### src/rtl/kitchen_timer_pkg.sv
// Purpose: shared state encoding and digit limits for the kitchen timer.
// Latency: n/a (types and constants only).
// Backpressure: n/a.
package kitchen_timer_pkg;

  typedef enum logic [1:0] {
    IDLE  = 2'd0,
    RUN   = 2'd1,
    PAUSE = 2'd2,
    ALARM = 2'd3
  } timer_state_e;

  localparam logic [3:0] SEC_TENS_MAX = 4'd5;
  localparam logic [3:0] DIGIT_MAX    = 4'd9;

  // Number of 1 Hz ticks the alarm rings before falling back to IDLE.
  localparam int ALARM_TICKS_DEFAULT = 60;

endpackage

### src/rtl/bcd_mmss_counter.sv
// Purpose: four-digit BCD MM:SS register with increment, decrement and clear.
// Latency: 1 cycle from command to updated digits; flags are decoded from the registers.
// Backpressure: none, a command is applied on the edge it is presented.
//
// Ports:
//   clk, rst_n        clock, async active-low reset
//   load_zero         force 00:00 (wins over everything else)
//   inc_min, inc_sec  wrap-around increments of MM (00..99) and SS (00..59)
//   dec               count down one second with borrow chain (ignored at 00:00)
//   bin0..bin3        SS ones, SS tens, MM ones, MM tens
//   is_zero, is_one   value is 00:00 / 00:01
module bcd_mmss_counter
  import kitchen_timer_pkg::*;
(
  input  logic       clk,
  input  logic       rst_n,
  input  logic       load_zero,
  input  logic       inc_min,
  input  logic       inc_sec,
  input  logic       dec,
  output logic [3:0] bin0,
  output logic [3:0] bin1,
  output logic [3:0] bin2,
  output logic [3:0] bin3,
  output logic       is_zero,
  output logic       is_one
);

  assign is_zero = (bin3 == 4'd0) && (bin2 == 4'd0) && (bin1 == 4'd0) && (bin0 == 4'd0);
  assign is_one  = (bin3 == 4'd0) && (bin2 == 4'd0) && (bin1 == 4'd0) && (bin0 == 4'd1);

  always_ff @(posedge clk or negedge rst_n) begin
    if (!rst_n) begin
      bin0 <= 4'd0;
      bin1 <= 4'd0;
      bin2 <= 4'd0;
      bin3 <= 4'd0;
    end else if (load_zero) begin
      bin0 <= 4'd0;
      bin1 <= 4'd0;
      bin2 <= 4'd0;
      bin3 <= 4'd0;
    end else if (inc_min || inc_sec) begin
      // Seconds wrap 59->00 without touching the minutes.
      if (inc_sec) begin
        if (bin0 == DIGIT_MAX) begin
          bin0 <= 4'd0;
          bin1 <= (bin1 == SEC_TENS_MAX) ? 4'd0 : bin1 + 4'd1;
        end else begin
          bin0 <= bin0 + 4'd1;
        end
      end
      if (inc_min) begin
        if (bin2 == DIGIT_MAX) begin
          bin2 <= 4'd0;
          bin3 <= (bin3 == DIGIT_MAX) ? 4'd0 : bin3 + 4'd1;
        end else begin
          bin2 <= bin2 + 4'd1;
        end
      end
    end else if (dec && !is_zero) begin
      // Borrow ripples upward only while the lower digit is already zero.
      if (bin0 != 4'd0) begin
        bin0 <= bin0 - 4'd1;
      end else begin
        bin0 <= DIGIT_MAX;
        if (bin1 != 4'd0) begin
          bin1 <= bin1 - 4'd1;
        end else begin
          bin1 <= SEC_TENS_MAX;
          if (bin2 != 4'd0) begin
            bin2 <= bin2 - 4'd1;
          end else begin
            bin2 <= DIGIT_MAX;
            bin3 <= bin3 - 4'd1;
          end
        end
      end
    end
  end

endmodule

### src/rtl/kitchen_timer_ctrl.sv
// Purpose: kitchen countdown timer FSM (IDLE/RUN/PAUSE/ALARM) around a BCD MM:SS counter.
// Latency: 1 cycle from button/tick pulse to registered digits, running and alarm.
// Backpressure: none; one-cycle pulses are always consumed, lower-priority ones in the same cycle are dropped.
//
// Ports:
//   clk, rst_n                      clock, async active-low reset
//   tick_1hz                        one-cycle pulse per second
//   btn_start/btn_clear/btn_min/btn_sec  debounced one-cycle button pulses
//   bin0..bin3                      BCD SS ones, SS tens, MM ones, MM tens
//   running, alarm                  registered state indicators
module kitchen_timer_ctrl
  import kitchen_timer_pkg::*;
#(
  parameter int ALARM_TICKS = ALARM_TICKS_DEFAULT
) (
  input  logic       clk,
  input  logic       rst_n,
  input  logic       tick_1hz,
  input  logic       btn_start,
  input  logic       btn_clear,
  input  logic       btn_min,
  input  logic       btn_sec,
  output logic [3:0] bin0,
  output logic [3:0] bin1,
  output logic [3:0] bin2,
  output logic [3:0] bin3,
  output logic       running,
  output logic       alarm
);

  localparam int CW = $clog2(ALARM_TICKS + 1);
  localparam logic [CW-1:0] ACNT_LAST = CW'(ALARM_TICKS - 1);
  localparam logic [CW-1:0] ACNT_ONE  = CW'(1);

  timer_state_e  state_q, state_d;
  logic [CW-1:0] acnt_q, acnt_d;
  logic          load_zero, inc_min, inc_sec, dec;
  logic          is_zero, is_one;

  bcd_mmss_counter u_cnt (
    .clk       (clk),
    .rst_n     (rst_n),
    .load_zero (load_zero),
    .inc_min   (inc_min),
    .inc_sec   (inc_sec),
    .dec       (dec),
    .bin0      (bin0),
    .bin1      (bin1),
    .bin2      (bin2),
    .bin3      (bin3),
    .is_zero   (is_zero),
    .is_one    (is_one)
  );

  always_comb begin
    state_d   = state_q;
    acnt_d    = '0;          // counter only survives while staying in ALARM
    load_zero = 1'b0;
    inc_min   = 1'b0;
    inc_sec   = 1'b0;
    dec       = 1'b0;

    if (btn_clear) begin
      state_d   = IDLE;
      load_zero = 1'b1;
    end else begin
      case (state_q)
        IDLE, PAUSE: begin
          // A start press wins the cycle even when it is refused at 00:00.
          if (btn_start) begin
            if (!is_zero) state_d = RUN;
          end else begin
            inc_min = btn_min;
            inc_sec = btn_sec;
          end
        end
        RUN: begin
          if (btn_start) begin
            state_d = PAUSE;
          end else if (tick_1hz) begin
            dec = 1'b1;
            // Reaching 00:00 and entering ALARM happen on the same edge.
            if (is_one || is_zero) state_d = ALARM;
          end
        end
        ALARM: begin
          acnt_d = acnt_q;
          if (btn_start) begin
            state_d = IDLE;
            acnt_d  = '0;
          end else if (tick_1hz) begin
            if (acnt_q == ACNT_LAST) begin
              state_d = IDLE;
              acnt_d  = '0;
            end else begin
              acnt_d = acnt_q + ACNT_ONE;
            end
          end
        end
        default: state_d = IDLE;
      endcase
    end
  end

  // running/alarm come from state_d so they are true flops aligned with the state register.
  always_ff @(posedge clk or negedge rst_n) begin
    if (!rst_n) begin
      state_q <= IDLE;
      acnt_q  <= '0;
      running <= 1'b0;
      alarm   <= 1'b0;
    end else begin
      state_q <= state_d;
      acnt_q  <= acnt_d;
      running <= (state_d == RUN);
      alarm   <= (state_d == ALARM);
    end
  end

endmodule

### config.mk
export PLATFORM = sky130hd
export DESIGN_NAME = kitchen_timer_ctrl
export DESIGN_NICKNAME = d
export VERILOG_FILES = /design/src/rtl/kitchen_timer_pkg.sv /design/src/rtl/bcd_mmss_counter.sv /design/src/rtl/kitchen_timer_ctrl.sv
export SDC_FILE = /design/constraint.sdc
export NUM_CORES = 1
export LEC_CHECK = 0
export ABC_AREA = 1
export CORE_UTILIZATION = 51
export CTS_CLUSTER_SIZE = 10
export DETAILED_ROUTE_END_ITERATION = 7
export MAX_ROUTING_LAYER = met4
export PLACE_DENSITY = 0.83
export SYNTH_ARGS = -nofsm -noshare
export SYNTH_HDL_FRONTEND = slang
export SYNTH_HIERARCHICAL = 1
export SYNTH_SLANG_ARGS = --single-unit
### constraint.sdc
create_clock -name clk -period 2.27 [get_ports clk]
set_input_delay 0.454 -clock clk [delete_from_list [all_inputs] [get_ports clk]]
set_output_delay 0.454 -clock clk [all_outputs]
set_load 0.02 [all_outputs]
Word-level counts from Yosys, hierarchy flattened --
Cells that the tools add are included.
Cells by class: $add $sub $neg 9, eq/ne operators 19, muxes and demuxes 57, reductions and logical operators 22
Operators by type and width (number):
- 2-to-1 mux 4 bit | 31
- 2-to-1 mux 6 bit | 5
- 2-to-1 mux 2 bit | 9
- adder 4 x 1 -> 4 bit, second input constant | 4
- logical NOT 4 bit | 4
- subtractor 4 x 1 -> 4 bit, second input constant | 4
- != test 3 x 2 -> 1 bit, second input constant | 5
- == test 4 bit, second input constant | 3
- nonzero test 4 bit | 3
- 2-to-1 mux 1 bit | 11
- AND reduction 4 bit | 2
- adder 6 x 1 -> 6 bit, second input constant | 1
- == test 2 bit, second input constant | 3
- == test 6 bit, second input constant | 1
- != test 3 bit, second input constant | 2
- case mux 2 bit (3 select lines) | 1
- AND reduction 6 bit | 1
- logical AND 1 bit | 5
- == test 2 x 1 -> 1 bit, second input constant | 2
- == test 4 x 1 -> 1 bit, second input constant | 1
- == test 4 x 3 -> 1 bit, second input constant | 1
- != test 4 bit, second input constant | 1
- nonzero test 3 bit | 1
- logical NOT 2 bit | 1
- 4 further kinds | 5
Word-level totals: register bits after elaboration 26, input bits 7, output and inout port bits 18, logic and storage cells 115

Longest topological paths before layout --
word-level depth 11, depth in mapped cells 13

Modules after synthesis --
The synthesis kept the hierarchy.
By module, submodules not included:
- bcd_mmss_counter | instances 1, cells an instance 215, area an instance 1476.4 µm², seq. area each 400.4 µm²
- kitchen_timer_ctrl | instances 1, cells an instance 89, area an instance 654.4 µm², seq. area each 250.2 µm²

Worst setup path after synthesis --
OpenSTA, ideal clock, no wires.
path type in2reg, start in btn_start, end reg u_cnt.bin1[3], library setup time 0.118 ns, arrival 2.060 ns, data required time 2.152 ns, path slack 0.092 ns, stages 12, path through inv_1 -> nand2_1 -> nor3b_1 -> nor2_8 -> nand2_4 -> inv_2 -> nand2_1 -> nand2_1 -> inv_2 -> nand3_2 -> nand2_1 -> nand2_1
On the way: cells in the longest elaborated chain, start to end 6
RTL lines:
- from (decl) | line kitchen_timer_ctrl.sv:19 | input logic btn_start,
- 2-to-1 mux 1 bit * | line kitchen_timer_ctrl.sv:70 | if (btn_start) begin
- 2-to-1 mux 1 bit * | line kitchen_timer_ctrl.sv:67 | case (state_q)
- 2-to-1 mux 1 bit * | line kitchen_timer_ctrl.sv:63 | if (btn_clear) begin
- net inc_sec | line kitchen_timer_ctrl.sv:37 | logic load_zero, inc_min, inc_sec, dec;
- logical OR 1 bit | line bcd_mmss_counter.sv:43 | end else if (inc_min || inc_sec) begin
- != test 3 bit (no source line) (tied with other cells)
- AND reduction 4 bit (no source line) / 2-to-1 mux 4 bit (equally long branches)
- to (signal assigned) | line bcd_mmss_counter.sv:48 | bin1 <= (bin1 == SEC_TENS_MAX) ? 4'd0 : bin1 + 4'd1;
- to (signal assigned) | line bcd_mmss_counter.sv:68 | bin1 <= bin1 - 4'd1;
- to (decl) | line bcd_mmss_counter.sv:22 | output logic [3:0] bin1,
The timed path passes the listed nets; every way through them passes the cells marked *. A chain may end at the register's enable or synchronous reset.

Worst setup path in the final report --
Ends and elaborated chain as after synthesis.

==> impl_metrics.json <==
{
  "dp_hpwl_um": 3500,
  "ys_seq_area_share_pct": 30.5,
  "ant_nets": 0,
  "clkSinkCount": 26,
  "critPathMaxFanout": 6,
  "grt_usage_pct": 23.2,
  "rows": 23,
  "globalRouteOverflowTotal": 0,
  "ys_ff_latch": 26,
  "vdd_ir_drop_max_mv": 0.590,
  "setup_tns_ps": 0,
  "cp_slowest_cell": "clkdlybuf4s50_1",
  "worstPathArrival_ps": 2190,
  "core_region_area_mm2": 0.00400,
  "clkTransAtPathRegs_ps": 90,
  "hp-start": "acnt_q[0]",
  "cts.path.max_buffers": 2,
  "crit_chain": "clkdlybuf4s50_1 > inv_1 > nand2_1 > nor3b_1 > buf_4 > nor2_8 > nand2_4 > inv_2 > nand2_1 > nand2_1 > inv_2 > nand3_2 > nand2_1 > nand2_1",
  "min_to": "acnt_q[0]",
  "r2r_start": "state_q[0]",
  "p_total_mw": 2.46,
  "rsz0062_at_grt": "false",
  "worstMarginPinSlew_ps": 346,
  "path_delay_family": "buffers and inverters",
  "final.fill_count": 380,
  "dieArea_mm2": 0.00444,
  "syn-num-nets": 316,
  "path_buf_inv": 5,
  "slew_violations": 0,
  "htree_levels": 1,
  "fmax_ghz": 0.495,
  "antenna_cells": 0,
  "drive_above_1_share_pct": 17.7,
  "grt_max_degree": 27,
  "root_buffer": "clkbuf_8",
  "holdBufCountCts": 0,
  "cts_tree": "built",
  "fin_crit_sh_pct": 89.0,
  "p_leak_nw": 1.23,
  "clock_latency_ps": 270,
  "crit_path_start_kind": "input port",
  "io_pins": 25,
  "required_ps": 2440,
  "worstHoldPathCells": 1,
  "grt_pass1_wl_um": 7870,
  "rrSetupSlack_ps": 370,
  "dp.cells": 385,
  "hold_ws_ps": 517,
  "post_cts_buffers": 0,
  "yosysWarnings": 6,
  "min_period_ps": 2020,
  "cts_resized": 0,
  "grt_pass1_vias": 1831,
  "hold_path.class": "flop to flop",
  "cts_buffers": 3,
  "synthCells": 304,
  "syn_area_mm2": 0.00213,
  "syn_to_final_growth_pct": 18.7,
  "p_per_area_mw_per_mm2": 974,
  "final_util_pct": 63.2,
  "fin_nets": 352,
  "syn_avg_cell_area_um2": 7.01,
  "cp_slowest_stage_delay_ps": 420,
  "critical_path_class": "input port to flop",
  "place_congestion": 0.937,
  "maxCapViolations": 0,
  "cp_num_cells": 14,
  "wl_um": 4590,
  "antenna_found_initial": 0,
  "drtIter0Drc": 95,
  "fin_cells": 389,
  "cpMostUsedCell": "nand2_1",
  "dieWidth_um": 66.6,
  "slew_headroom_pct": 76.9,
  "rr_endpoint": "u_cnt/bin1[3]",
  "drc_errors": 0,
  "wl_per_cell_um": 11.8,
  "vias_per_cell": 5.18,
  "die_h_um": 66.6,
  "outcome": "completed",
  "multiInputGateArea_mm2": 0.00129,
  "route.vias.total": 2016,
  "worst-r2r-cell-count": 13,
  "setup_viol_count_final": 0,
  "hold_viol": 0,
  "synth_cell_types": 29,
  "skew_ps": 2.48,
  "io_buffers": 24,
  "regArea_um2": 651,
  "drtPass1Iterations": 4,
  "initial_core_util_pct": 53.3,
  "cp-end-kind": "flop"
}
==> routing by layer <==
layer  GRT usage [%]  routed length (µm)  vias to the layer above
li1                -                   -                     1054
met1            29.6                2250                      921
met2            38.8                2170                       35
met3            2.91                 134                        6
met4            6.12                  45                        0
met5               -                   0                        -
==> Yosys cell counts (all sizes together) <==
cell,number,area share (%)
o22ai,1,0.29
nand4,15,4.4
buf,6,2.7
inv,36,6.3
xnor2,2,0.82
nor3,3,1.2
a21oi,6,1.4
nor3b,3,1.1
nor2,44,12
nand2,99,19
nand3b,3,1.1
ha,5,2.9
xor2,2,0.82
o21ai,23,6.8
nand3,29,7.8
o211ai,1,0.35
dfrtp,26,31
==> cell usage in the layout (no fill, tap or decap), drive strengths merged <==
cell type,instances
a21oi,6
buf,13
clkbuf,4
clkdlybuf4s50,24
dfrtp,26
ha,5
inv,36
nand2,99
nand3,29
nand3b,3
nand4,15
nor2,44
nor3,3
nor3b,3
o211ai,1
o21ai,23
o22ai,1
xnor2,2
xor2,2
==> through the flow <==
step           instance area [µm²]  setup slack [ps]
4_1_cts                       2530               284
6_report                      2530               249
2_1_floorplan                 2130              92.1
3_3_place_gp                  2470              40.1
5_1_grt                       2530               126
3_5_place_dp                  2470              7.34
==> cell families after synthesis <==
| group | after synthesis | share of synthesized area, % |
|---|---|---|
| AND/OR/NAND/NOR | 196 | 47.0 |
| XOR/XNOR | 4 | 1.64 |
| flip-flops | 26 | 30.5 |
| adder cells (fa/ha/maj) | 5 | 2.94 |
| buffers and inverters | 42 | 9.04 |
| AO/OA/AOI/OAI | 31 | 8.87 |
==> sequential cells by signal, summed over array words and instances, names as in the netlist <==
| name | cells |
|---|---|
| acnt_q | 6 |
| alarm | 1 |
| running | 1 |
| state_q | 2 |
| u_cnt/bin0 | 4 |
| u_cnt/bin1 | 4 |
| u_cnt/bin2 | 4 |
| u_cnt/bin3 | 4 |
==> worst max path at each step <==
stage	end	slack (ps)	startpoint
finish	u_cnt/bin1[3]	250	btn_start
global route	u_cnt/bin3[1]	130	btn_start
CTS	u_cnt/bin1[3]	280	btn_start
detailed placement	u_cnt/bin1[3]	7	btn_start
global placement	u_cnt/bin3[3]	40	btn_start
floorplan	u_cnt/bin1[3]	90	btn_start
==> layout make-up <==
cell class | instances | share of cell area [%]
clock buffer | 4 | 2.18
timing repair buffer | 37 | 13.4
tap | 50 | 2.47
inverter | 36 | 5.34
multi-input combinational | 236 | 50.9
sequential | 26 | 25.7
==> power breakdown <==
part           switching, mW  internal, mW  leakage, nW
Sequential             0.212         0.573        0.347
Combinational          0.812         0.563        0.856
Clock                  0.148         0.155       0.0288
Total                   1.17          1.29         1.23
Note: power is estimated with default switching activity, not from simulation.
